[src/rtl/mat_mul_loader.sv]
// Streams two MAT_SIZE x MAT_SIZE matrices row by row into the A/B BRAMs, then
// hands off to the matmul core and waits for its completion.
module mat_mul_loader #(
   parameter int DWIDTH   = 16,
   parameter int AWIDTH   = 7,
   parameter int MAT_SIZE = 32
) (
   input  logic                         clk,
   input  logic                         reset,
   input  logic                         i_go,
   input  logic                         i_s_valid,
   input  logic [DWIDTH-1:0]            i_s_data,
   output logic                         o_s_ready,
   output logic                         o_enable_writing_to_mem,
   output logic [AWIDTH-1:0]            o_addr_pi,
   output logic [MAT_SIZE*DWIDTH-1:0]   o_data_pi,
   output logic                         o_we_a,
   output logic                         o_we_b,
   output logic                         o_start_mat_mul,
   input  logic                         i_done_mat_mul,
   output logic                         o_busy,
   output logic                         o_complete
);

   localparam int CW = (MAT_SIZE > 1) ? $clog2(MAT_SIZE) : 1;

   typedef enum logic [2:0] {IDLE, FILL, SETTLE, WRITE, RUN, FINISH} state_t;

   state_t                       r_state;
   state_t                       w_next;
   logic [AWIDTH-1:0]            r_row;
   logic [CW-1:0]                r_col;
   logic                         r_mat_b;
   logic                         r_settle;
   logic [MAT_SIZE*DWIDTH-1:0]   r_data;

   logic w_accept;
   logic w_last_col;
   logic w_last_row;

   assign w_accept   = i_s_valid && (r_state == FILL);
   assign w_last_col = (r_col == CW'(MAT_SIZE - 1));
   assign w_last_row = (r_row == AWIDTH'(MAT_SIZE - 1));

   assign o_addr_pi  = r_row;
   assign o_data_pi  = r_data;
   assign o_busy     = (r_state != IDLE);

   always_ff @(posedge clk) begin
      if (reset) r_state <= IDLE;
      else       r_state <= w_next;
   end

   always_comb begin
      w_next                  = r_state;
      o_s_ready               = 1'b0;
      o_enable_writing_to_mem = 1'b0;
      o_we_a                  = 1'b0;
      o_we_b                  = 1'b0;
      o_start_mat_mul         = 1'b0;
      o_complete              = 1'b0;
      case (r_state)
         IDLE: begin
            if (i_go) w_next = FILL;
         end
         FILL: begin
            o_s_ready               = 1'b1;
            o_enable_writing_to_mem = 1'b1;
            if (w_accept && w_last_col) w_next = SETTLE;
         end
         SETTLE: begin
            // two cycles so the BRAM-side address pipeline has caught up
            o_enable_writing_to_mem = 1'b1;
            if (r_settle) w_next = WRITE;
         end
         WRITE: begin
            o_enable_writing_to_mem = 1'b1;
            o_we_a                  = !r_mat_b;
            o_we_b                  = r_mat_b;
            w_next                  = (w_last_row && r_mat_b) ? RUN : FILL;
         end
         RUN: begin
            o_start_mat_mul = 1'b1;
            if (i_done_mat_mul) w_next = FINISH;
         end
         FINISH: begin
            o_complete = 1'b1;
            w_next     = IDLE;
         end
         default: w_next = IDLE;
      endcase
   end

   always_ff @(posedge clk) begin
      if (reset) begin
         r_row    <= '0;
         r_col    <= '0;
         r_mat_b  <= 1'b0;
         r_settle <= 1'b0;
         r_data   <= '0;
      end else begin
         case (r_state)
            IDLE: begin
               if (i_go) begin
                  r_row   <= '0;
                  r_col   <= '0;
                  r_mat_b <= 1'b0;
               end
            end
            FILL: begin
               r_settle <= 1'b0;
               if (w_accept) begin
                  r_data[r_col*DWIDTH +: DWIDTH] <= i_s_data;
                  r_col <= w_last_col ? '0 : r_col + CW'(1);
               end
            end
            SETTLE: r_settle <= 1'b1;
            WRITE: begin
               if (!w_last_row) begin
                  r_row <= r_row + AWIDTH'(1);
               end else if (!r_mat_b) begin
                  r_row   <= '0;
                  r_mat_b <= 1'b1;
               end
            end
            default: ;
         endcase
      end
   end

endmodule

[config.mk]
export PLATFORM = sky130hd
export DESIGN_NAME = mat_mul_loader
export DESIGN_NICKNAME = d
export VERILOG_FILES = /design/src/rtl/mat_mul_loader.sv
export SDC_FILE = /design/constraint.sdc
export NUM_CORES = 1
export LEC_CHECK = 0
export ABC_AREA = 1
export ABC_CLOCK_PERIOD_IN_PS = 3000
export BUFFER_PORTS_ARGS = -buffer_cell sky130_fd_sc_hd__buf_2
export CAP_MARGIN = 15
export CORE_UTILIZATION = 35
export CTS_BUF_LIST = sky130_fd_sc_hd__clkbuf_8 sky130_fd_sc_hd__clkbuf_16
export DETAILED_ROUTE_END_ITERATION = 10
export GPL_TIMING_DRIVEN = 1
export MAX_ROUTING_LAYER = met4
export SLEW_MARGIN = 20
export SYNTH_ARGS = -nofsm -noshare
export SYNTH_HDL_FRONTEND = slang
export SYNTH_SLANG_ARGS = --single-unit
export TNS_END_PERCENT = 100
[constraint.sdc]
create_clock -name clk -period 3 [get_ports clk]
set_clock_uncertainty 0.05 [all_clocks]
set_input_delay 0 -clock clk [delete_from_list [all_inputs] [get_ports clk]]
set_output_delay 0 -clock clk [all_outputs]
set_load 0.02 [all_outputs]
==> results of run 1 <==
## Yosys cell counts
cell type / number / area [um^2]
sky130_fd_sc_hd__buf_2: 95 / 475
sky130_fd_sc_hd__inv_2: 12 / 45.0
sky130_fd_sc_hd__o21ai_1: 9 / 45.0
sky130_fd_sc_hd__nor3_1: 34 / 170
sky130_fd_sc_hd__nand3_2: 13 / 130
sky130_fd_sc_hd__nand3b_1: 2 / 15.0
sky130_fd_sc_hd__dfxtp_1: 529 / 10600
sky130_fd_sc_hd__o21ai_0: 199 / 996
sky130_fd_sc_hd__nand2_2: 2 / 12.5
sky130_fd_sc_hd__nor2_1: 1003 / 3760
sky130_fd_sc_hd__buf_1: 18 / 67.6
sky130_fd_sc_hd__nand2_4: 3 / 33.8
sky130_fd_sc_hd__nand3_1: 113 / 566
sky130_fd_sc_hd__nor2_2: 16 / 100
sky130_fd_sc_hd__nand3_4: 3 / 52.6
sky130_fd_sc_hd__or2_2: 3 / 18.8
sky130_fd_sc_hd__a211oi_1: 2 / 15.0
sky130_fd_sc_hd__nor2_4: 16 / 180
sky130_fd_sc_hd__clkbuf_1: 82 / 308
sky130_fd_sc_hd__ha_1: 5 / 62.6
sky130_fd_sc_hd__clkinv_1: 1 / 3.75
sky130_fd_sc_hd__inv_1: 349 / 1310
sky130_fd_sc_hd__nand2_1: 782 / 2940
sky130_fd_sc_hd__a21oi_1: 79 / 395
sky130_fd_sc_hd__buf_4: 12 / 90.1
sky130_fd_sc_hd__nand4_1: 78 / 488
sky130_fd_sc_hd__nand4_2: 1 / 12.5
sky130_fd_sc_hd__and2_1: 1 / 6.26
sky130_fd_sc_hd__buf_6: 2 / 22.5
## per-stage QoR
step	power, W	std cells
final	0.0197	4872
after CTS	0.0198	4864
after floorplan	0.0107	3464
after global placement	0.0127	4739
after global routing	0.0205	4872
after detailed placement	0.0127	4739
## worst max-delay path: stages, from the launching register on
cell and delay (ns):
sky130_fd_sc_hd__dfxtp_1 0.38, sky130_fd_sc_hd__inv_1 0.08, sky130_fd_sc_hd__ha_1 0.39, sky130_fd_sc_hd__inv_2 0.23, sky130_fd_sc_hd__buf_4 0.19, sky130_fd_sc_hd__nand4_1 0.43
sky130_fd_sc_hd__nor2_1 0.57, sky130_fd_sc_hd__nand3_1 0.12, sky130_fd_sc_hd__nand2_1 0.08, sky130_fd_sc_hd__nand2_1 0.05, sky130_fd_sc_hd__nor2_1 0.10
## cells by family (layout without fill, tap and decap cells)
group           after synthesis  count (layout)
fa+ha+maj                     5               5
buf+inv                     571            1124
simple gates               2070            2070
flops                       529             529
compound gates              289             289
## routing by layer
layer	up-vias	global-route usage, %	routed length, um
li1	11600	-	-
met1	10400	33.1	37600
met2	822	41.4	40600
met3	188	6.24	6880
met4	0	10.2	3710
met5	-	-	0
## how the worst max path moves through the flow
stage | start | end | slack, ns | cells after the start
finish | r_col[1] | o_data_pi[242] | 0.26 | 10
detailed placement | r_col[1] | o_data_pi[365] | 0.11 | 13
global placement | r_col[1] | o_data_pi[229] | 0.21 | 13
floorplan | r_col[0] | o_data_pi[244] | 0.53 | 12
CTS | r_col[1] | o_data_pi[103] | 0.11 | 12
global route | r_col[1] | o_data_pi[107] | 0.05 | 11
## state kept, by name, indices dropped and copies added (netlist names)
name,cells
r_state,3
r_mat_b,1
r_settle,1
o_addr_pi,7
o_data_pi,512
r_col,5
## area by class of cell
type / count / area, um^2
multi-input cells: 2364 / 10100
clock buffers: 70 / 1630
repair buffers: 659 / 3740
clock inverters: 33 / 220
fillers: 6821 / 35900
flip-flops and latches: 529 / 10600
well taps: 855 / 1070
inverters: 362 / 1370
## power by group
group	total (W)	switching, W	internal [W]
Clock	0.00699	0.00300	0.00399
Sequential	0.00714	0.0000505	0.00708
Combinational	0.00558	0.00443	0.00115
## timing repair
| item | in CTS | in global routing |
|---|---|---|
| gates resized for setup | 0 | 23 |
| setup endpoints to repair | 0 | 191 |
| setup buffers | 0 | 8 |
| hold buffers | 22 | 0 |
| endpoints found under the hold margin | 151 | 0 |
==> impl_summary.txt, run 1 <==
----------------------------------------------------
[STA]
  Final setup violating endpoints ... 0
  F_max ... 364 MHz
  Hold_ws ... 0.310 ns
  Final worst path period share ... 91.5%
  Fin. Hold Viols ... 0
  Slew at the pin closest to its max-slew limit ... 0.741 ns
  Final WS setup ... 0.256 ns
  Accumulated negative setup slack ... 0 ns
  Setup repair after global routing missed its margin ... no
  Max-slew headroom ... 50.4%
  Shortest clock period the worst path allows after layout ... 2.74 ns
  Final count of pins violating max slew ... 0

[Cells and area]
  Post-layout instance area ... 0.0287 mm^2
  Post-layout util ... 44.5%
  Commonest non-fill, non-tap cells in the layout ... 1001 x sky130_fd_sc_hd__nor2_1, 771 x sky130_fd_sc_hd__nand2_1, 546 x sky130_fd_sc_hd__buf_2
  Growth of design area from synthesis to finish ... 25.3%
  Leading cell type in the layout, fill and taps excluded ... sky130_fd_sc_hd__nor2_1
  Net count reported at finish ... 3999
  Layout cell share with drive strength beyond 1 ... 20.2%
  N_diodes ... 0

[Global route]
  Global-route wire length before repair ... 131000 um
  Pin count of the biggest net entering global routing ... 108
  Overall routing resource usage ... 26.6%
  Via count of the first global-routing pass ... 20600
  GRT overflow ... 0
  Antenna violations before repair ... 0

[Worst setup path]
  RR Endpoint ... o_data_pi[242]
  Worst Setup End Kind ... flip-flop
  Critical Path RT ... 3.50 ns
  R2R cell count ... 10
  CP startpoint kind ... flip-flop
  Startpoint-to-endpoint class of the critical path ... reg -> reg
  Origin of the critical flop-to-flop path ... r_col[1]
  Data arrival time at the worst-slack endpoint ... 3.24 ns
  Register-to-register path setup slack ... 0.26 ns
  Worst-path fanout max ... 10

[Yosys]
  Number of synthesized register bits ... 529
  Synth Area in Compound Gates ... 6.33%
  Number of cells produced by synthesis ... 3464
  Fraction of the mapped netlist area in simple logic gates ... 37.0%
  Area of the mapped netlist ... 0.0229 mm^2
  Multiplexer area fraction after synthesis ... 0%
  Count of cell types in the netlist ... 29
  Net count after synthesis ... 3490
  Share of synthesized cell area in full adder, half adder and majority cells ... 0.273%
  Xor and xnor area share after synthesis ... 0%
  Yosys Warn Count ... 0
  Syn Area/Cell ... 6.61 um^2
  Main combinational cell family by area after synthesis ... simple AND/OR/NAND/NOR gates
  Fraction of the yosys area taken by sequential cells ... 46.2%

[Run status]
  Run status ... complete, no violations

[Drt]
  Routed Wire Length ... 88800 um
  Residual DRC count ... 0
  Vias ... 23000
  DRT Pass-1 Iters ... 6
  Vias per Instance ... 4.73
  Average wire per standard cell ... 18.2 um
  Post-route ant nets ... 0
  Detailed router's first-iteration violation count ... 1843

[Floorplanning]
  Std-Cell Rows ... 93
  Standard cell core area ... 0.0646 mm^2
  Number of top-level design ports ... 547
  DIE WIDTH ... 258 um
  Starting Density ... 35.5%
  Die Span Y ... 258 um
  Die area ... 0.0665 mm^2

[Clocking]
  Root Buffer Master ... sky130_fd_sc_hd__clkbuf_16
  Total number of H-tree levels ... 2
  CTS tree ... built
  Clk pin slew, worst setup/hold paths ... 0.06 ns
  Maximum count of clock buffers along a single path ... 3
  CTS Sinks ... 529
  Clock buffer count from CTS ... 57
  Worst-skew pair later-pin latency ... 0.61 ns

[Power and ir drop]
  PwrDens ... 686 mW/mm^2
  Leakage power total ... 15.2 nW
  Worst ir drop on vdd ... 0.478 mV

[Place]
  Setup WS pre-CTS ... 0.107 ns
  Number of I/O port buffers ... 546
  Cell area reported after detailed placement ... 0.0265 mm^2
  Final weighted congestion in routability-driven placement ... 0.896
  Final HPWL DP ... 63800 um

[Worst hold path]
  Path category of the worst min-delay check ... in -> reg
  Endpoint of the worst hold path ... o_data_pi[11]
  Hold path cells ... 6
  Hold Path Origin ... i_s_data[11]

[Job]
  Max-capacitance violation count ... 0

----------------------------------------------------
(Power assumes the default switching activity.)
==> run 2, diff against run 1 <==
Settings changed: ABC_CLOCK_PERIOD_IN_PS 3000 to 2500.
Clock period 3 ns to 2.5 ns, I/O delays scaled along.
==> impl_summary.txt, run 2 (synthesis results as in run 1) <==
----------------------------------------------------
[Clocking]
  Total number of H-tree levels ... 2
  Clk pin slew, worst setup/hold paths ... 0.07 ns
  Maximum count of clock buffers along a single path ... 3
  Clock buffer count from CTS ... 57
  Worst-skew pair later-pin latency ... 0.63 ns
  Root Buffer Master ... sky130_fd_sc_hd__clkbuf_16
  CTS tree ... built
  CTS Sinks ... 529

[STA]
  Fin. Hold Viols ... 0
  Final WS setup ... 0.137 ns
  Max-slew headroom ... 63.0%
  Final worst path period share ... 94.5%
  Slew at the pin closest to its max-slew limit ... 0.555 ns
  Accumulated negative setup slack ... 0 ns
  F_max ... 423 MHz
  Final count of pins violating max slew ... 0
  Shortest clock period the worst path allows after layout ... 2.36 ns
  Final setup violating endpoints ... 0

[Worst setup path]
  Worst-path fanout max ... 20
  Register-to-register path setup slack ... 0.14 ns
  R2R cell count ... 12
  Data arrival time at the worst-slack endpoint ... 2.83 ns
  Origin of the critical flop-to-flop path ... r_col[0]
  Slowest CP cell ... sky130_fd_sc_hd__ha_2
  Critical Path, Cell by Cell ... inv_2 > ha_2 > nand2_1 > nor2_1 > ha_2 > buf_4 > nand3_4 > nor2_1 > buf_12 > nand2_1 > nand2_1 > nor2_1
  CP startpoint kind ... flip-flop
  RR Endpoint ... o_data_pi[179]
  Startpoint-to-endpoint class of the critical path ... reg -> reg
  Critical Path RT ... 2.97 ns
  Maximum cell stage delay along the critical path ... 0.41 ns
  First element of the critical path ... r_col[0]
  Worst Setup End Kind ... flip-flop

[Drt]
  Average wire per standard cell ... 17.9 um
  Residual DRC count ... 0
  Detailed router's first-iteration violation count ... 1669
  Post-route ant nets ... 0
  DRT Pass-1 Iters ... 6
  Routed Wire Length ... 88500 um
  Vias ... 23200
  Vias per Instance ... 4.70

[Cells and area]
  Net count reported at finish ... 4059
  Leading cell type in the layout, fill and taps excluded ... sky130_fd_sc_hd__nor2_1
  Growth of design area from synthesis to finish ... 30.1%
  Post-layout instance area ... 0.0298 mm^2
  Count of filler cells inserted in the layout ... 6684
  N_diodes ... 0
  Footprint of the multi-input gates ... 0.0101 mm^2
  Commonest non-fill, non-tap cells in the layout ... 1001 x sky130_fd_sc_hd__nor2_1, 779 x sky130_fd_sc_hd__nand2_1, 546 x sky130_fd_sc_hd__buf_2
  Layout cell share with drive strength beyond 1 ... 21.6%
  FF/Latch Area ... 0.0106 mm^2
  Post-layout util ... 46.2%
  Number of flip-flops under the largest register name ... 512

[Floorplanning]
  Number of top-level design ports ... 547
  Std-Cell Rows ... 93
  Die Span Y ... 258 um
  DIE WIDTH ... 258 um
  Standard cell core area ... 0.0646 mm^2
  Starting Density ... 35.5%
  Die area ... 0.0665 mm^2

[Worst hold path]
  Endpoint of the worst hold path ... r_mat_b
  Hold path cells ... 6
  Path category of the worst min-delay check ... in -> reg
  Hold Path Origin ... i_go

[Job]
  Max-capacitance violation count ... 0

[Power and ir drop]
  PwrDens ... 839 mW/mm^2
  Leakage power total ... 15.7 nW
  Worst ir drop on vdd ... 0.538 mV

[Global route]
  Pin count of the biggest net entering global routing ... 83
  Overall routing resource usage ... 26.2%
  Antenna violations before repair ... 0
  GRT overflow ... 0
  Via count of the first global-routing pass ... 20700
  Global-route wire length before repair ... 130000 um

[Run status]
  Run status ... complete, no violations

[Place]
  Final weighted congestion in routability-driven placement ... 0.890
  Final HPWL DP ... 64100 um
  Cell area reported after detailed placement ... 0.0273 mm^2
  Setup WS pre-CTS ... -0.0946 ns
  Number of I/O port buffers ... 546

----------------------------------------------------
-- run 2: cell count changes in the layout (fill, tap and decap cells not counted), sizes merged, moves of 2 or more --
cell         previous run  this run
inv                   375       366
dlygate4sd3            22        20
clkinv                 14        12
bufinv                  2        11
buf                   637       699
clkinvlp                4         8
-- run 2: how the worst max path moves through the flow --
stage          cells after the start  slack (ns)              to
6_report                          12        0.14  o_data_pi[179]
5_1_grt                           13     -0.0008   o_data_pi[18]
4_1_cts                           13       0.005   o_data_pi[45]
3_3_place_gp                       9      -0.002  o_data_pi[466]
3_5_place_dp                      10       -0.09  o_data_pi[215]
2_1_floorplan                     12        0.03  o_data_pi[244]
-- run 2: critical path, delay by kind of cell (launching register included) --
kind                       cells  cell delay (ns)
and+or+nand+nor                7             0.82
DFF                            1             0.34
buffers and inverters          3             0.43
adders and majority gates      2             0.61
-- run 2: metrics by stage --
stage | std cells | total power [W] | hold WS (ns)
after global routing | 4933 | 0.0260 | 0.259
after detailed placement | 4798 | 0.0156 | 0.320
after global placement | 4798 | 0.0155 | 0.324
after floorplan | 3464 | 0.0129 | 0.182
after CTS | 4922 | 0.0250 | 0.219
final | 4933 | 0.0250 | 0.252
-- run 2: layout make-up --
| type | count | share of cell area, % |
|---|---|---|
| Clock buffer | 69 | 5.34 |
| Clock inverter | 35 | 1.67 |
| Inverter | 362 | 4.63 |
| Multi-Input combinational cell | 2364 | 33.8 |
| Sequential cell | 529 | 35.5 |
| Tap cell | 855 | 3.59 |
| Timing Repair Buffer | 719 | 15.4 |
-- run 2: report_power, final --
group | internal (W) | leakage [nW] | switching (W)
Sequential | 0.00850 | 4.26 | 0.0000582
Combinational | 0.00165 | 10.4 | 0.00541
Clock | 0.00567 | 1.03 | 0.00372
-- run 2: per-layer routing --
layer	routed length [um]	vias up	GRT usage, %
met4	2440	0	7.51
met1	38000	10600	32.4
met2	42000	729	42.4
met3	6100	129	6.12
li1	-	11700	-
met5	0	-	-
-- run 2: timing repair --
item,4_1_cts,5_1_grt
hold buffers,20,0
pin swaps,0,5
buffers inserted,0,11
resized for setup,3,22
hold endpoints to repair,148,0
endpoints found under the setup margin,13,456
